--- config.mk ---
export PLATFORM = sky130hd
export DESIGN_NAME = spoofer_stream_ctrl_flat
export DESIGN_NICKNAME = d
export VERILOG_FILES = /design/src/rtl/spoofer_stream_ctrl_if.sv /design/src/rtl/spoofer_stream_ctrl.sv /design/src/flat_wrapper.sv
export SDC_FILE = /design/constraint.sdc
export NUM_CORES = 1
export LEC_CHECK = 0
export ABC_CLOCK_PERIOD_IN_PS = 2050
export CAP_MARGIN = 10
export CORE_MARGIN = 10
export CORE_UTILIZATION = 45
export CTS_BUF_LIST = sky130_fd_sc_hd__clkbuf_16
export DETAILED_ROUTE_END_ITERATION = 8
export PLACE_DENSITY = 0.78
export SYNTH_ARGS = -nofsm -noshare
export SYNTH_HDL_FRONTEND = slang
export SYNTH_SLANG_ARGS = --single-unit
--- constraint.sdc ---
create_clock -name clk -period 2.05 [get_ports clk]
set_clock_uncertainty 0.1 [all_clocks]
set_input_delay 0.3075 -clock clk [delete_from_list [all_inputs] [get_ports clk]]
set_output_delay 0.3075 -clock clk [all_outputs]
set_load 0.05 [all_outputs]
--- src/rtl/spoofer_stream_ctrl_if.sv ---
// Avalon-ST source bundle driven by spoofer_stream_ctrl (master) toward a sink (slave).
// Handshake: a beat transfers on any clock edge where out_valid && out_ready (readyLatency 0);
// while out_valid is high and out_ready is low the master holds out_data/out_sop/out_eop stable.
interface spoofer_stream_ctrl_if #(
  parameter int DATA_WIDTH = 32
);
  logic [DATA_WIDTH-1:0] out_data;
  logic                  out_valid;
  logic                  out_ready;
  logic                  out_sop;
  logic                  out_eop;

  modport master (
    output out_data,
    output out_valid,
    output out_sop,
    output out_eop,
    input  out_ready
  );

  modport slave (
    input  out_data,
    input  out_valid,
    input  out_sop,
    input  out_eop,
    output out_ready
  );
endinterface

--- src/rtl/spoofer_stream_ctrl.sv ---
// Reads a free-running spoofer counter and streams its values as fixed-length Avalon-ST packets.
// Optional packet counter output enabled by defining SPOOFER_STREAM_CTRL_PKTCNT_EN.
module spoofer_stream_ctrl #(
  parameter int DATA_WIDTH    = 32,
  parameter int PKT_LEN       = 16,
  parameter int SETTLE_CYCLES = 3,
  parameter int GAP_CYCLES    = 4
) (
  input  logic                  clk,
  input  logic                  rst,
  input  logic                  enable,
  input  logic [DATA_WIDTH-1:0] count_in,
  output logic                  rd_strobe,
  output logic                  busy,
  output logic [1:0]            fsm_state,
`ifdef SPOOFER_STREAM_CTRL_PKTCNT_EN
  output logic [15:0]           pkt_count,
`endif
  spoofer_stream_ctrl_if.master st
);

  typedef enum logic [1:0] {
    IDLE    = 2'd0,
    SETTLE  = 2'd1,
    PRESENT = 2'd2,
    GAP     = 2'd3
  } state_t;

  localparam int SW = $clog2(SETTLE_CYCLES + 1);
  localparam int BW = (PKT_LEN > 1) ? $clog2(PKT_LEN) : 1;
  localparam logic [SW-1:0] SETTLE_LOAD = SW'(SETTLE_CYCLES);
  localparam logic [BW-1:0] LAST_BEAT   = BW'(PKT_LEN - 1);
  localparam logic [7:0]    GAP_LOAD    = 8'(GAP_CYCLES);

  if (SETTLE_CYCLES < 3 || PKT_LEN < 1 || PKT_LEN > 65535 ||
      GAP_CYCLES < 0 || GAP_CYCLES > 255) begin : g_param_check
    $error("spoofer_stream_ctrl: illegal parameter combination");
  end

  state_t                state, state_n;
  logic [SW-1:0]         settle_cnt, settle_n;
  logic [7:0]            gap_cnt, gap_n;
  logic [BW-1:0]         beat_idx, beat_n;
  logic [DATA_WIDTH-1:0] data_q, data_n;
  logic                  valid_q, valid_n;
  logic                  sop_q, sop_n;
  logic                  eop_q, eop_n;
  logic                  strobe_q, strobe_n;
  logic                  busy_q, busy_n;
  logic                  accept;

  assign accept = valid_q & st.out_ready;

  always_ff @(posedge clk) begin
    if (rst) begin
      state      <= IDLE;
      settle_cnt <= '0;
      gap_cnt    <= '0;
      beat_idx   <= '0;
      data_q     <= '0;
      valid_q    <= 1'b0;
      sop_q      <= 1'b0;
      eop_q      <= 1'b0;
      strobe_q   <= 1'b0;
      busy_q     <= 1'b0;
    end else begin
      state      <= state_n;
      settle_cnt <= settle_n;
      gap_cnt    <= gap_n;
      beat_idx   <= beat_n;
      data_q     <= data_n;
      valid_q    <= valid_n;
      sop_q      <= sop_n;
      eop_q      <= eop_n;
      strobe_q   <= strobe_n;
      busy_q     <= busy_n;
    end
  end

  always_comb begin
    state_n  = state;
    settle_n = settle_cnt;
    gap_n    = gap_cnt;
    beat_n   = beat_idx;
    data_n   = data_q;
    valid_n  = valid_q;
    sop_n    = sop_q;
    eop_n    = eop_q;
    strobe_n = 1'b0;
    case (state)
      IDLE: begin
        if (enable) begin
          state_n  = SETTLE;
          settle_n = SETTLE_LOAD;
        end
      end
      SETTLE: begin
        settle_n = settle_cnt - SW'(1);
        // count_in has had time to settle after the previous strobe; capture it now.
        if (settle_cnt == SW'(1)) begin
          data_n  = count_in;
          valid_n = 1'b1;
          sop_n   = (beat_idx == '0);
          eop_n   = (beat_idx == LAST_BEAT);
          state_n = PRESENT;
        end
      end
      PRESENT: begin
        if (accept) begin
          valid_n  = 1'b0;
          sop_n    = 1'b0;
          eop_n    = 1'b0;
          strobe_n = 1'b1;
          if (eop_q) begin
            beat_n = '0;
            if (GAP_CYCLES == 0) begin
              state_n  = enable ? SETTLE : IDLE;
              settle_n = enable ? SETTLE_LOAD : '0;
            end else begin
              state_n = GAP;
              gap_n   = GAP_LOAD;
            end
          end else begin
            beat_n   = beat_idx + BW'(1);
            state_n  = SETTLE;
            settle_n = SETTLE_LOAD;
          end
        end
      end
      GAP: begin
        if (gap_cnt <= 8'd1) begin
          gap_n    = '0;
          state_n  = enable ? SETTLE : IDLE;
          settle_n = enable ? SETTLE_LOAD : '0;
        end else begin
          gap_n = gap_cnt - 8'd1;
        end
      end
      default: state_n = IDLE;
    endcase
    busy_n = (state_n != IDLE);
  end

`ifdef SPOOFER_STREAM_CTRL_PKTCNT_EN
  always_ff @(posedge clk) begin
    if (rst) begin
      pkt_count <= '0;
    end else if (accept && eop_q) begin
      pkt_count <= pkt_count + 16'd1;
    end
  end
`endif

  assign st.out_data  = data_q;
  assign st.out_valid = valid_q;
  assign st.out_sop   = sop_q;
  assign st.out_eop   = eop_q;
  assign rd_strobe    = strobe_q;
  assign busy         = busy_q;
  assign fsm_state    = state;

endmodule

--- src/flat_wrapper.sv ---
// flat-port wrapper written by rule: the top's interface ports become plain ports
module spoofer_stream_ctrl_flat 
#(
  parameter int DATA_WIDTH    = 32,
  parameter int PKT_LEN       = 16,
  parameter int SETTLE_CYCLES = 3,
  parameter int GAP_CYCLES    = 4
)
  (clk, rst, enable, count_in, rd_strobe, busy, fsm_state, st_out_data, st_out_valid, st_out_sop, st_out_eop, st_out_ready);
  spoofer_stream_ctrl_if #(.DATA_WIDTH(DATA_WIDTH)) st_i ();
  input  logic clk;
  input  logic rst;
  input  logic enable;
  input  logic [DATA_WIDTH-1:0] count_in;
  output logic rd_strobe;
  output logic busy;
  output logic [1:0] fsm_state;
  output wire logic [$bits(st_i.out_data)-1:0] st_out_data;
  output wire logic [$bits(st_i.out_valid)-1:0] st_out_valid;
  output wire logic [$bits(st_i.out_sop)-1:0] st_out_sop;
  output wire logic [$bits(st_i.out_eop)-1:0] st_out_eop;
  input wire logic [$bits(st_i.out_ready)-1:0] st_out_ready;
  assign st_out_data = st_i.out_data;
  assign st_out_valid = st_i.out_valid;
  assign st_out_sop = st_i.out_sop;
  assign st_out_eop = st_i.out_eop;
  assign st_i.out_ready = st_out_ready;
  spoofer_stream_ctrl #(.DATA_WIDTH(DATA_WIDTH), .PKT_LEN(PKT_LEN), .SETTLE_CYCLES(SETTLE_CYCLES), .GAP_CYCLES(GAP_CYCLES)) u_core (.clk(clk), .rst(rst), .enable(enable), .count_in(count_in), .rd_strobe(rd_strobe), .busy(busy), .fsm_state(fsm_state), .st(st_i));
endmodule
[Yosys cells after proc, flatten, opt, wreduce, memory -nomap -nowiden]
Index checks and enable logic that the tools add are counted.
Storage, ports and cells
  bits of input ports: 36
  flip-flop bits (word level): 53
  logic and storage cells: 64
Cells by class
  $add $sub $neg: 3
  mux-type cells: 26
  bitwise gates (word level): 2
  equal/unequal tests: 11
  reduce and logical (&&, ||, !) cells: 11
  magnitude comparators: 1
Operators by type and width (number)
  $mux W8: 3
  $mux W2: 10
  $pmux W2 S4: 2
  $pmux W8 S2: 1
  $le A8 B1 Y1 const B: 1
  $ne A2 B1 Y1 const B: 4
  $sub A8 B1 Y8 const B: 1
  $mux W1: 6
  $pmux W1 S2: 3
  $reduce_and A3 Y1: 2
  $reduce_bool A2 Y1: 3
  $add A4 B1 Y4 const B: 1
  $eq A2 B1 Y1 const B: 2
  $eq A2 B2 Y1 const B: 2
  $eq A4 B4 Y1 const B: 1
  $logic_not A4 Y1: 1
  $mux W4: 1
  $ne A2 B2 Y1 const B: 2
  $reduce_and A2 Y1: 2
  $reduce_and A4 Y1: 1
  $logic_not A2 Y1: 1
  $reduce_or A2 Y1: 1
  $sub A2 B1 Y2 const B: 1
  $and A1 B1 Y1: 1
  $not A1 Y1: 1

[Depth between registers and ports, before layout]
  word-level depth: 4
  mapped depth: 8
  depth with buffers taken out: 6

[Worst setup path before layout]
OpenSTA, ideal clock, no wires.
  path kind: register -> register
  from: register u_core.state[0] (netlist: u_core.fsm_state[0])
  to: register u_core.data_q[10] (netlist: u_core.st.out_data[10])
  clock period less this slack: 1.811 ns
  library setup time: 0.132 ns
  cell stages (with the launch flop): 7
  path slack: 0.239 ns
  arrival: 1.579 ns
  required time: 1.818 ns
  cells stage by stage: dfxtp_1 > nand2b_1 > or2_1 > buf_2 > buf_2 > nand2_1 > a21oi_1
Between the ends
  word-level cells in the longest chain between the ends: 2
RTL lines
  from (decl): line spoofer_stream_ctrl.sv:40  | state_t state, state_n;
  from (signal assigned): line spoofer_stream_ctrl.sv:67  | state <= state_n;
  $eq A2 B1 Y1: line spoofer_stream_ctrl.sv:90  | case (state)
  $reduce_and A2 Y1 (no line)
  to (signal assigned): line spoofer_stream_ctrl.sv:71  | data_q <= data_n;
  to (decl): line spoofer_stream_ctrl.sv:44  | logic [DATA_WIDTH-1:0] data_q, data_n;
Every way passes these cells.
A chain may end at the register's enable or synchronous reset.

[Worst setup path after layout]
  from: register u_core.data_q[0] (netlist: u_core.st.out_data[0])
  to: output st_out_data[0]
RTL lines
  to (decl): line flat_wrapper.sv:18  | output wire logic [$bits(st_i.out_data)-1:0] st_out_data;
No word-level cell between the ends.

==> impl_metrics.toml <==
[sta]
maxSlewViolCount = 0
worstMarginPinSlew_ps = 534.8
max_freq_ghz = 0.5379
maxSlewHeadroom_pct = 64.23
finalHoldViolations = 0
rsz0062_at_grt = "no"
setup_viol = 0
fin_crit_sh_pct = 90.68
period_needed_ps = 1859
setup_tns_ps = 0

[logic_synthesis]
synthCells = 265
ys.flop_type = "dfxtp_1"
avgSynthCellArea_um2 = 8.182
synth_edf_count = 0
yosysWarnings = 0
syn_area_mm2 = 0.002168
netlist_top_cells_count = "nand2_1 (72), dfxtp_1 (53), a21oi_1 (45)"
synth_fp_nets = 306
synth.top_cell.area_share_pct = 48.93
ys_seq_elements = 53
yosys.area.top_type = "dfxtp_1"
post_synth_num_cell_types = 38
synth_most_common_cell = "nand2_1"
synthTopCellsByArea = "dfxtp_1 (49%), nand2_1 (12%), a21oi_1 (10%)"
ys_seq_area_share_pct = 48.93
ys_async_sr_fraction_pct = 0

[critical_path]
slowest_stage = "clkdlybuf4s50_1"
crit_end = "st_out_data[0]"
reg2reg_slack_ps = 220
start_kind = "register"
required_ps = 1640
cp_max_fo = 2
cp_num_cells = 1
rr_worst_depth = 6
cp_top_family = "buffers and inverters"
cp.arrival_ps = 1450
worst-setup-path-type = "reg2out"
critical_path_buf_inv_count = 1
crit_chain = "clkdlybuf4s50_1"
timing.rr.end = "u_core.gap_cnt[1]"
worstReg2RegStart = "u_core.gap_cnt[0]"
end_kind = "primary output"
startpoint = "u_core.st.out_data[0]"
cpPeakStageDelay_ps = 820

[hold_path]
hp-class = "reg2reg"

[die]
core_mm2 = 0.004692
io_pins = 75
die_w_um = 89.42
dieArea_mm2 = 0.007995
die_h_um = 89.42
rows = 25
initial_core_util_pct = 46.21

[cts]
cts-root-buf = "clkbuf_16"
insertion_delay_ps = 280
cts_tree = "yes"
cts_max_path_buffers = 2
numCtsBuffers = 5
post_cts_buffers = 0
htreeDepth = 2
clock-sinks = 53
cts.hold.buffers_added = 0
cts.reportedPaths.clkPinSlew_ps = 70
cts_resized = 0

[detailed_routing]
viasPerCell = 5.046
drc_errors = 0
drtIter0Drc = 70
ant_nets = 0
vias = 1978
routed_wl_mm = 5.433
routedWlPerCell_um = 13.86
dr.pass1.iters = 4

[grt]
grt_pass1_vias = 1814
grtUsageTotal_pct = 13.24
grt_max_degree = 36
grt_pass1_wl_mm = 8.411
overflow = 0
antenna_found_initial = 0

[power]
power.total_w = 0.002413
ir_drop_mv = 0.4107
power_density_mw_per_mm2 = 772.8
leakage_nw = 1.109

[placement]
dp_hpwl_mm = 4.051
io_buffers = 74
gp_congestion = 0.7759

[outcome]
status = "complete, no violations"

[run]
cap_violations = 0

[final_layout]
drive_gt1_share_pct = 7.396
nets = 379
syn_to_final_growth_pct = 44.03
diodes = 0
[metrics by stage]
step / utilization [%] / std cells / setup slack [ps] / instance area [um^2] / hold WS [ps]
3_3_place_gp: 63.15 / 385 / 224.0 / 2963 / 340.9
5_1_grt: 66.56 / 392 / 57.97 / 3123 / 370.4
4_1_cts: 66.56 / 392 / 180.7 / 3123 / 354.6
6_report: 66.56 / 392 / 191.0 / 3123 / 352.8
2_1_floorplan: - / 265 / 238.8 / 2168 / 343.5
3_5_place_dp: 63.15 / 385 / 179.2 / 2963 / 345.7
[report_power, final]
| group | total [W] | switching, W | internal [W] |
|---|---|---|---|
| logic | 0.000397 | 0.000227 | 0.000170 |
| registers | 0.00111 | 0.0000342 | 0.00107 |
| clock network | 0.000910 | 0.000344 | 0.000567 |
| total | 0.00241 | 0.000605 | 0.00181 |
[sequential cells by signal, indices dropped and copies added, names as in the netlist]
name                 cells
u_core.beat_idx          4
u_core.rd_strobe         1
u_core.st.out_sop        1
u_core.fsm_state         2
u_core.st.out_valid      1
u_core.st.out_data      32
u_core.settle_cnt        2
u_core.gap_cnt           8
u_core.busy              1
u_core.st.out_eop        1
[layer usage]
metal	share of wire [%]	wire, um	global-route usage, %	vias to the layer above
met5	0	0	0	-
met4	0.98	53	3.902	0
met3	6.4	347	4.376	5
met2	50	2725	22.97	49
met1	42	2306	15.04	896
li1	-	-	-	1028
[how the worst min path moves through the flow]
stage,from,endpoint,depth (start not counted)
2_1_floorplan,count_in[17],u_core.st.out_data[17],2
3_3_place_gp,u_core.st.out_data[9],u_core.st.out_data[9],2
3_5_place_dp,u_core.st.out_data[6],u_core.st.out_data[6],2
4_1_cts,u_core.st.out_data[6],u_core.st.out_data[6],2
5_1_grt,u_core.st.out_data[25],u_core.st.out_data[25],2
6_report,u_core.st.out_data[23],u_core.st.out_data[23],2
[final cells by class]
cell class,count,area (um^2)
repair buffers,81,795.8
multi-input cells,189,1008
fillers,411,1569
flip-flops and latches,53,1061
inverters,8,30.03
clock inverters,2,35.03
well taps,54,67.56
clock buffers,5,125.1
[logic make-up (layout without fill, tap and decap cells)]
kind of cell | after synthesis | in the layout | share of synthesized area [%]
compound gates | 55 | 55 | 14.77
mux | 2 | 2 | 0.9233
flops | 53 | 53 | 48.93
xor+xnor | 6 | 6 | 2.424
fa+ha+maj | 5 | 5 | 2.885
buf+inv | 23 | 96 | 4.559
simple gates | 121 | 121 | 25.51
[cells in the final DEF, fill, tap and decap left out, drive strengths merged, types with 2 or more instances in the layout]
cell type,Yosys,layout
a21oi,45,45
a311oi,2,2
buf,10,11
clkbuf,5,5
clkdlybuf4s50,0,70
dfxtp,53,53
ha,5,5
inv,8,8
mux2i,2,2
nand2,72,72
nand3,5,5
nand3b,2,2
nand4,5,5
nand4b,2,2
nor2,18,18
nor3,4,4
nor4,2,2
or2,4,4
xor2,5,5
Note: power is estimated with default switching activity, not from simulation.
